### src/rtl/clock_pkg.sv
// ---------------------------------------------------------------------------
// clock_pkg
// Shared types and BCD helpers for the multi-alarm clock.
//   ring_state_t   : alarm FSM states (IDLE / RINGING / SNOOZE)
//   BCD_MAX_MIN    : 59, upper limit for minutes and seconds
//   BCD_MAX_HOUR   : 23, upper limit for 24-hour hours
//   BCD_NOON       : 12, first afternoon hour / midnight display value
//   bcd_inc/bcd_dec: two-digit BCD +/-1 with wrap at a given limit
//   hour_to_12h    : 24-hour BCD hour -> 12-hour BCD display hour
// ---------------------------------------------------------------------------
package clock_pkg;

  typedef enum logic [1:0] {
    IDLE    = 2'd0,
    RINGING = 2'd1,
    SNOOZE  = 2'd2
  } ring_state_t;

  localparam logic [7:0] BCD_MAX_MIN  = 8'h59;
  localparam logic [7:0] BCD_MAX_HOUR = 8'h23;
  localparam logic [7:0] BCD_NOON     = 8'h12;

  function automatic logic [7:0] bcd_inc(input logic [7:0] v, input logic [7:0] lim);
    logic [7:0] r;
    if (v == lim)            r = 8'h00;
    else if (v[3:0] == 4'd9) r = {v[7:4] + 4'd1, 4'd0};
    else                     r = {v[7:4], v[3:0] + 4'd1};
    return r;
  endfunction

  function automatic logic [7:0] bcd_dec(input logic [7:0] v, input logic [7:0] lim);
    logic [7:0] r;
    if (v == 8'h00)          r = lim;
    else if (v[3:0] == 4'd0) r = {v[7:4] - 4'd1, 4'd9};
    else                     r = {v[7:4], v[3:0] - 4'd1};
    return r;
  endfunction

  // 00 -> 12, 13..23 -> 01..11, 01..12 unchanged. Done through a small
  // binary value because BCD subtraction of 12 breaks across the 20s.
  function automatic logic [7:0] hour_to_12h(input logic [7:0] hh);
    logic [4:0] bin;
    logic [4:0] adj;
    logic [7:0] r;
    bin = 5'(hh[7:4]) * 5'd10 + 5'(hh[3:0]);
    adj = bin - 5'd12;
    if (hh == 8'h00)         r = BCD_NOON;
    else if (bin >= 5'd13)   r = (adj >= 5'd10) ? {4'd1, 4'(adj - 5'd10)} : {4'd0, adj[3:0]};
    else                     r = hh;
    return r;
  endfunction

endpackage

### src/rtl/bcd_time_counter.sv
// ---------------------------------------------------------------------------
// bcd_time_counter
// 24-hour BCD hh:mm:ss counter with manual adjust.
//   clk, rst_n          : clock, asynchronous active-low reset
//   tick                : advance one second (carry ss->mm->hh)
//   min_up/min_down     : mm +/-1 with wrap, no carry, ss untouched
//   hour_up/hour_down   : hh +/-1 with wrap
//   time_bcd            : current {hh,mm,ss}
//   time_next           : value time_bcd takes at the next edge
// All adjust inputs are single-cycle pulses; a pulse is consumed in the
// cycle it is high. Presses that land on a tick cycle are parked in the
// pending flags and applied the cycle after, so none is lost.
// ---------------------------------------------------------------------------
module bcd_time_counter
  import clock_pkg::*;
(
  input  logic        clk,
  input  logic        rst_n,
  input  logic        tick,
  input  logic        min_up,
  input  logic        min_down,
  input  logic        hour_up,
  input  logic        hour_down,
  output logic [23:0] time_bcd,
  output logic [23:0] time_next
);

  logic [7:0] hh_q, hh_d, mm_q, mm_d, ss_q, ss_d;
  logic [3:0] pend_q, pend_d;  // {min_up, min_down, hour_up, hour_down}
  logic       mu, md, hu, hd;

  always_comb begin
    hh_d   = hh_q;
    mm_d   = mm_q;
    ss_d   = ss_q;
    pend_d = pend_q;
    mu     = min_up    | pend_q[3];
    md     = min_down  | pend_q[2];
    hu     = hour_up   | pend_q[1];
    hd     = hour_down | pend_q[0];
    if (tick) begin
      ss_d = bcd_inc(ss_q, BCD_MAX_MIN);
      if (ss_q == BCD_MAX_MIN) begin
        mm_d = bcd_inc(mm_q, BCD_MAX_MIN);
        if (mm_q == BCD_MAX_MIN) hh_d = bcd_inc(hh_q, BCD_MAX_HOUR);
      end
      pend_d = {mu, md, hu, hd};
    end else begin
      // Up and down together on one field cancel out.
      if (mu && !md)      mm_d = bcd_inc(mm_q, BCD_MAX_MIN);
      else if (md && !mu) mm_d = bcd_dec(mm_q, BCD_MAX_MIN);
      if (hu && !hd)      hh_d = bcd_inc(hh_q, BCD_MAX_HOUR);
      else if (hd && !hu) hh_d = bcd_dec(hh_q, BCD_MAX_HOUR);
      pend_d = 4'b0000;
    end
  end

  always_ff @(posedge clk or negedge rst_n) begin
    if (!rst_n) begin
      hh_q   <= 8'h00;
      mm_q   <= 8'h00;
      ss_q   <= 8'h00;
      pend_q <= 4'b0000;
    end else begin
      hh_q   <= hh_d;
      mm_q   <= mm_d;
      ss_q   <= ss_d;
      pend_q <= pend_d;
    end
  end

  assign time_bcd  = {hh_q, mm_q, ss_q};
  assign time_next = {hh_d, mm_d, ss_d};

endmodule

### src/rtl/multi_alarm_clock.sv
// ---------------------------------------------------------------------------
// multi_alarm_clock
// Real-time clock with NUM_ALARMS alarm slots, snooze and ring timeout.
//   clk, reset           : clock, asynchronous active-low reset
//   run                  : time advances while high
//   mode_12h             : 12-hour display select (combinational on outputs)
//   min_up/min_down,
//   hour_up/hour_down    : single-cycle time adjust pulses
//   alarm_sel/alarm_load : copy current hh:mm into slot alarm_sel
//   alarm_en             : per-slot enable
//   snooze, dismiss      : single-cycle pulses (dismiss wins)
//   time_bcd, pm         : displayed {hh,mm,ss} and afternoon flag
//   ringing, ring_src    : ring active and the slot that caused it
//   sec_tick             : one-cycle pulse per elapsed second
//   dbg_state            : current alarm FSM state
// ---------------------------------------------------------------------------
module multi_alarm_clock
  import clock_pkg::*;
#(
  parameter  int CLK_HZ           = 100_000_000,
  parameter  int NUM_ALARMS       = 4,
  parameter  int SNOOZE_MIN       = 5,
  parameter  int RING_TIMEOUT_MIN = 2,
  localparam int SEL_W            = (NUM_ALARMS > 1) ? $clog2(NUM_ALARMS) : 1
) (
  input  logic                  clk,
  input  logic                  reset,
  input  logic                  run,
  input  logic                  mode_12h,
  input  logic                  min_up,
  input  logic                  min_down,
  input  logic                  hour_up,
  input  logic                  hour_down,
  input  logic [SEL_W-1:0]      alarm_sel,
  input  logic                  alarm_load,
  input  logic [NUM_ALARMS-1:0] alarm_en,
  input  logic                  snooze,
  input  logic                  dismiss,
  output logic [23:0]           time_bcd,
  output logic                  pm,
  output logic                  ringing,
  output logic [SEL_W-1:0]      ring_src,
  output logic                  sec_tick,
  output logic [1:0]            dbg_state
);

  localparam int         CNT_W     = (CLK_HZ > 1) ? $clog2(CLK_HZ) : 1;
  localparam logic [CNT_W-1:0] CNT_MAX = CNT_W'(CLK_HZ - 1);
  localparam logic [11:0] RING_LOAD = 12'(RING_TIMEOUT_MIN * 60);
  localparam logic [11:0] SNZ_LOAD  = 12'(SNOOZE_MIN * 60);

  // ---------------- prescaler ----------------
  logic [CNT_W-1:0] cnt_q, cnt_d;

  assign sec_tick = run && (cnt_q == CNT_MAX);

  always_comb begin
    cnt_d = cnt_q;
    if (run) cnt_d = (cnt_q == CNT_MAX) ? '0 : cnt_q + CNT_W'(1);
  end

  // ---------------- time of day ----------------
  logic [23:0] cur_time, next_time;

  bcd_time_counter u_time (
    .clk       (clk),
    .rst_n     (reset),
    .tick      (sec_tick),
    .min_up    (min_up),
    .min_down  (min_down),
    .hour_up   (hour_up),
    .hour_down (hour_down),
    .time_bcd  (cur_time),
    .time_next (next_time)
  );

  assign time_bcd = {(mode_12h ? hour_to_12h(cur_time[23:16]) : cur_time[23:16]), cur_time[15:0]};
  assign pm       = mode_12h && (cur_time[23:16] >= BCD_NOON);

  // ---------------- alarm bank ----------------
  logic [15:0]      slot_q [NUM_ALARMS];
  logic [15:0]      slot_d [NUM_ALARMS];
  logic             trig;
  logic [SEL_W-1:0] trig_idx;

  always_comb begin
    for (int i = 0; i < NUM_ALARMS; i++) begin
      slot_d[i] = slot_q[i];
      // Out-of-range selects match no slot and are dropped.
      if (alarm_load && (32'(alarm_sel) == i)) slot_d[i] = cur_time[23:8];
    end
  end

  // Compare against the time being entered this edge so ringing rises on
  // the same edge the display reaches hh:mm:00. Scanning downwards lets the
  // lowest matching index win.
  always_comb begin
    trig     = 1'b0;
    trig_idx = '0;
    if (sec_tick && (next_time[7:0] == 8'h00)) begin
      for (int i = NUM_ALARMS - 1; i >= 0; i--) begin
        if (alarm_en[i] && (slot_q[i] == next_time[23:8])) begin
          trig     = 1'b1;
          trig_idx = SEL_W'(i);
        end
      end
    end
  end

  // ---------------- ring FSM ----------------
  ring_state_t      state_q, state_d;
  logic [SEL_W-1:0] src_q, src_d;
  logic [11:0]      ring_tmr_q, ring_tmr_d;
  logic [11:0]      snz_tmr_q, snz_tmr_d;

  // Timers count seconds; the transition happens on the tick that takes
  // the timer from 1 to 0.
  always_comb begin
    state_d    = state_q;
    src_d      = src_q;
    ring_tmr_d = ring_tmr_q;
    snz_tmr_d  = snz_tmr_q;
    case (state_q)
      IDLE: begin
        if (trig) begin
          state_d    = RINGING;
          src_d      = trig_idx;
          ring_tmr_d = RING_LOAD;
        end
      end
      RINGING: begin
        if (dismiss) begin
          state_d    = IDLE;
          ring_tmr_d = '0;
        end else if (snooze) begin
          state_d    = SNOOZE;
          snz_tmr_d  = SNZ_LOAD;
          ring_tmr_d = '0;
        end else if (sec_tick) begin
          if (ring_tmr_q <= 12'd1) begin
            state_d    = IDLE;
            ring_tmr_d = '0;
          end else begin
            ring_tmr_d = ring_tmr_q - 12'd1;
          end
        end
      end
      SNOOZE: begin
        if (dismiss) begin
          state_d   = IDLE;
          snz_tmr_d = '0;
        end else if (trig) begin
          state_d    = RINGING;
          src_d      = trig_idx;
          ring_tmr_d = RING_LOAD;
          snz_tmr_d  = '0;
        end else if (sec_tick) begin
          if (snz_tmr_q <= 12'd1) begin
            state_d    = RINGING;
            ring_tmr_d = RING_LOAD;
            snz_tmr_d  = '0;
          end else begin
            snz_tmr_d = snz_tmr_q - 12'd1;
          end
        end
      end
      default: state_d = IDLE;
    endcase
  end

  always_ff @(posedge clk or negedge reset) begin
    if (!reset) begin
      cnt_q      <= '0;
      state_q    <= IDLE;
      src_q      <= '0;
      ring_tmr_q <= '0;
      snz_tmr_q  <= '0;
      for (int i = 0; i < NUM_ALARMS; i++) slot_q[i] <= 16'h0000;
    end else begin
      cnt_q      <= cnt_d;
      state_q    <= state_d;
      src_q      <= src_d;
      ring_tmr_q <= ring_tmr_d;
      snz_tmr_q  <= snz_tmr_d;
      for (int i = 0; i < NUM_ALARMS; i++) slot_q[i] <= slot_d[i];
    end
  end

  assign ringing   = (state_q == RINGING);
  assign ring_src  = src_q;
  assign dbg_state = state_q;

endmodule

### config.mk
export PLATFORM = sky130hd
export DESIGN_NAME = multi_alarm_clock
export DESIGN_NICKNAME = d
export VERILOG_FILES = /design/src/rtl/clock_pkg.sv /design/src/rtl/bcd_time_counter.sv /design/src/rtl/multi_alarm_clock.sv
export SDC_FILE = /design/constraint.sdc
export NUM_CORES = 1
export LEC_CHECK = 0
export CAP_MARGIN = 20
export CORE_ASPECT_RATIO = 1.2
export CORE_MARGIN = 2
export CORE_UTILIZATION = 50
export CTS_BUF_LIST = sky130_fd_sc_hd__clkbuf_2 sky130_fd_sc_hd__clkbuf_4 sky130_fd_sc_hd__clkbuf_8
export CTS_CLUSTER_SIZE = 40
export DETAILED_ROUTE_END_ITERATION = 8
export DONT_BUFFER_PORTS = 1
export GPL_ROUTABILITY_DRIVEN = 0
export PLACE_DENSITY = 0.61
export SLEW_MARGIN = 0
export SYNTH_ARGS = -nofsm -noshare
export SYNTH_HDL_FRONTEND = slang
export SYNTH_SLANG_ARGS = --single-unit
### constraint.sdc
create_clock -name clk -period 5.35 [get_ports clk]
set_input_delay 1.07 -clock clk [delete_from_list [all_inputs] [get_ports clk]]
set_output_delay 1.07 -clock clk [all_outputs]
set_load 0.05 [all_outputs]
==> results.md, run 1 <==
- Synth warnings: 0
- Mapped Cells: 1058
- Via count: 7888
- CTS buffer count: 17
- Crit share post-route: 0.889
- Internal Power: 2.96 mW
- Via/cell ratio: 5.98
- Worst rel slew slack: 0.302
- Die Area: 20600 sq um
- Post-CTS sizing: 0
- Max-slew violations: 0
- Detailed placer's ending HPWL: 19200 um
- H-Tree Depth: 4
- CTS clk-pin slew, worst paths: 0.10 ns
- Total congestion overflow: 0
- Status: finished clean
- Clock power share: 0.168
- Synth-to-Final Area Change: 6.91%
- Largest net degree at the start of global routing: 148
- Seq pwr share: 0.316
- Final Util: 0.548
- Setup TNS: 0 ns
- WL per Instance: 20.2 um
- Register area: 3680 sq um
- Max-cap viol count: 0
- FF+latch count, synth: 147
- Reg2reg end: ring_tmr_q[1]
- PwrDens: 539 nW/um^2
- DRC: 0
- CP max FO: 11
- GR Util All Layers: 0.268
- Initial antenna violation count: 0
- Diodes inserted: 0
- Reg2reg setup slack: 0.60 ns
- Hold Path Class: in2async
- Post-route insts no fill: 1320
- Fraction of the yosys area taken by sequential cells: 0.378
- Top-count cell post-synth: dfrtp_1
- Synth cell count leaders: 147 x dfrtp_1, 113 x nand2_1, 82 x nor2_1, 67 x o21ai_0, 58 x xnor2_1
- # IOs: 48
- Power Total: 5.62 mW
- Max Freq: 0.210 GHz
- Hold-fix buffers at CTS: 0
- Area of the multi-input gates: 5600 sq um
- Setup WS post-layout: 0.596 ns
- Max VDD drop: 0.875 mV
- IO buf count: 0
- Critical Path AT: 5.10 ns
- CTS Sinks: 147
- Nets@finish: 1099
- Ranking of synthesized cells by area: dfrtp_1 38%, xnor2_1 5.2%, xor2_1 4.7%
- Post-synth ARST share: 1.00
- Mean Syn Cell Area: 9.20 sq um
- M1 GR Usage: 0.335
- Switching power of the nets: 2.66 mW
- Combinational Power Share: 0.516
- Initial Util: 0.513
- Post-route cell area: 10400 sq um
- Net Sw Frac: 0.473
- Skew final: 0.0137 ns
- Min cycle time layout: 4.75 ns
- Top cell type's share of synthesized area: 0.378
- Unrepaired setup endpoints after global routing: false
- Final hold violation count: 0
- CTS Root Cell: clkbuf_8
- Routed Antenna Nets: 0
- Area leader, netlist: dfrtp_1
- Cell total after placement: 1288
- Ys flop type: dfrtp_1
- CTS tree: yes
- Postcts setup bufs: 0
- Die X: 131 um
- DR pass1 iterations: 5
- Syn nets: 1106
- Clk Latency, worst-skew pair: 0.46 ns
- # fillers: 1822
- Final wirelength: 26600 um
- Setup violators final: 0
- Setup crit start kind: register
- DRT iter0 DRCs: 508
- Share of layout cells above drive strength 1: 0.133
- Min Hold Slack: 0.285 ns
- Leak pwr: 4.58 nW
- Vias in the first global route: 7836
- Yosys cell types: 94
- GR Layer Usage met2: 0.455
- Rows: 55
- Busiest grt layer: met2
- CP required: 5.70 ns
- Worst r2r src: u_time.mm_q[1]
- Placed Area: 9990 sq um
- Critical path class: reg2reg
- Post-synth EDFFs: 0
- Met3 global-route usage: 0.0509
- Worst-case reg-to-reg path depth: 12
- Die height: 157 um
- Post-synth design cell area: 9740 sq um
- Area of the core: 19000 sq um
- Place WS: 0.594 ns
- Maximum root-to-sink buffer count: 2
- Slew @ Worst Pin: 1.05 ns
- CP Capture Type: register
- First-pass GRT wire length: 43300 um
## routing by layer
metal | up-vias | routed length, um
li1 | 3788 | -
met1 | 3794 | 11500
met2 | 242 | 12700
met3 | 64 | 1350
met4 | 0 | 1110
met5 | - | 0
## power by group through the flow
stage / logic (mW) / clock network, mW / registers (mW)
CTS: 2.88 / 0.964 / 1.77
finish: 2.90 / 0.942 / 1.78
floorplan: 2.29 / 0 / 1.63
global placement: 2.85 / 0 / 1.78
global route: 3.15 / 1.01 / 1.82
detailed placement: 2.86 / 0 / 1.79
## logic make-up (layout without fill, tap and decap cells)
logic type | Yosys count | in the layout | synth area share
AO/OA/AOI/OAI | 230 | 230 | 0.165
flip-flops | 147 | 147 | 0.378
XOR/XNOR | 112 | 112 | 0.104
AND/OR/NAND/NOR | 394 | 394 | 0.210
multiplexers | 48 | 48 | 0.0551
adder cells (fa/ha/maj) | 31 | 31 | 0.0406
buffers and inverters | 96 | 102 | 0.0475
## area by class of cell
class / instances / area share
Inverter: 37 / 0.0138
Timing Repair Buffer: 33 / 0.0238
Sequential cell: 147 / 0.353
Clock inverter: 15 / 0.0178
Tap cell: 256 / 0.0308
Multi-Input combinational cell: 815 / 0.538
Clock buffer: 17 / 0.0225
## worst max-delay path, stage by stage, from the launching register on
cell     delay (ns)
dfrtp_1        0.39
inv_1          0.19
ha_1           0.39
and2_1         0.36
nand4_1        0.45
or3_1          0.49
a31oi_2        0.38
xnor2_1        0.23
nand4_1        0.13
or4_4          0.60
a41oi_4        0.43
o21ai_2        0.27
mux2_2         0.34
## worst max path at each step
stage                    end  cells after the start            from  slack (ns)
2_1_floorplan   time_bcd[20]                      9  u_time.hh_q[1]        1.28
5_1_grt         time_bcd[20]                      9  u_time.hh_q[2]        0.23
4_1_cts         time_bcd[20]                      9  u_time.hh_q[2]        0.59
3_5_place_dp   ring_tmr_q[1]                     12             run        0.59
6_report       ring_tmr_q[1]                     12  u_time.mm_q[1]        0.60
3_3_place_gp   ring_tmr_q[1]                     12  u_time.mm_q[1]        0.69
## cell usage in the layout (no fill, tap or decap), types with 5 or more instances in the layout
| master | n |
|---|---|
| xnor2_1 | 58 |
| nor3b_1 | 6 |
| inv_6 | 7 |
| mux2_2 | 32 |
| nand2b_1 | 6 |
| a211oi_1 | 6 |
| nand2_1 | 113 |
| buf_4 | 33 |
| o31ai_1 | 12 |
| a221oi_1 | 5 |
| nand3_1 | 37 |
| o211ai_1 | 14 |
| ha_1 | 30 |
| dfrtp_1 | 147 |
| mux2i_1 | 14 |
| and2_1 | 9 |
| inv_1 | 35 |
| a21oi_1 | 32 |
| o221ai_1 | 7 |
| a21o_1 | 10 |
| a31oi_1 | 8 |
| nor2_1 | 82 |
| nor3_1 | 28 |
| and3_1 | 9 |
| clkbuf_8 | 17 |
| a2111oi_0 | 5 |
| o21ai_0 | 67 |
| nor4_1 | 18 |
| o22ai_1 | 8 |
| and3b_1 | 6 |
| or2_2 | 9 |
| or3_1 | 8 |
| xor2_1 | 52 |
| o22a_1 | 5 |
| nand3b_1 | 8 |
| nand4_1 | 20 |
## registers in the layout, indices dropped and copies added (netlist names)
| register | count |
|---|---|
| u_time.mm_q | 8 |
| ring_tmr_q | 12 |
| dbg_state | 2 |
| u_time.ss_q | 8 |
| cnt_q | 27 |
| u_time.hh_q | 8 |
| ring_src | 2 |
| snz_tmr_q | 12 |
| slot_q | 64 |
| u_time.pend_q | 4 |
No activity file was read; power rests on OpenSTA's default activity.
==> run 2: changes to the inputs <==
--- a/config.mk
+++ b/config.mk
@@ -10,6 +10,7 @@
 export CORE_MARGIN = 2
 export CORE_UTILIZATION = 50
 export CTS_BUF_LIST = sky130_fd_sc_hd__clkbuf_2 sky130_fd_sc_hd__clkbuf_4 sky130_fd_sc_hd__clkbuf_8
+export CTS_CLUSTER_DIAMETER = 150
 export CTS_CLUSTER_SIZE = 40
 export DETAILED_ROUTE_END_ITERATION = 8
 export DONT_BUFFER_PORTS = 1
==> results of run 2 <==
Same layout as run 1: the final DEF is identical, and so are final timing and power.
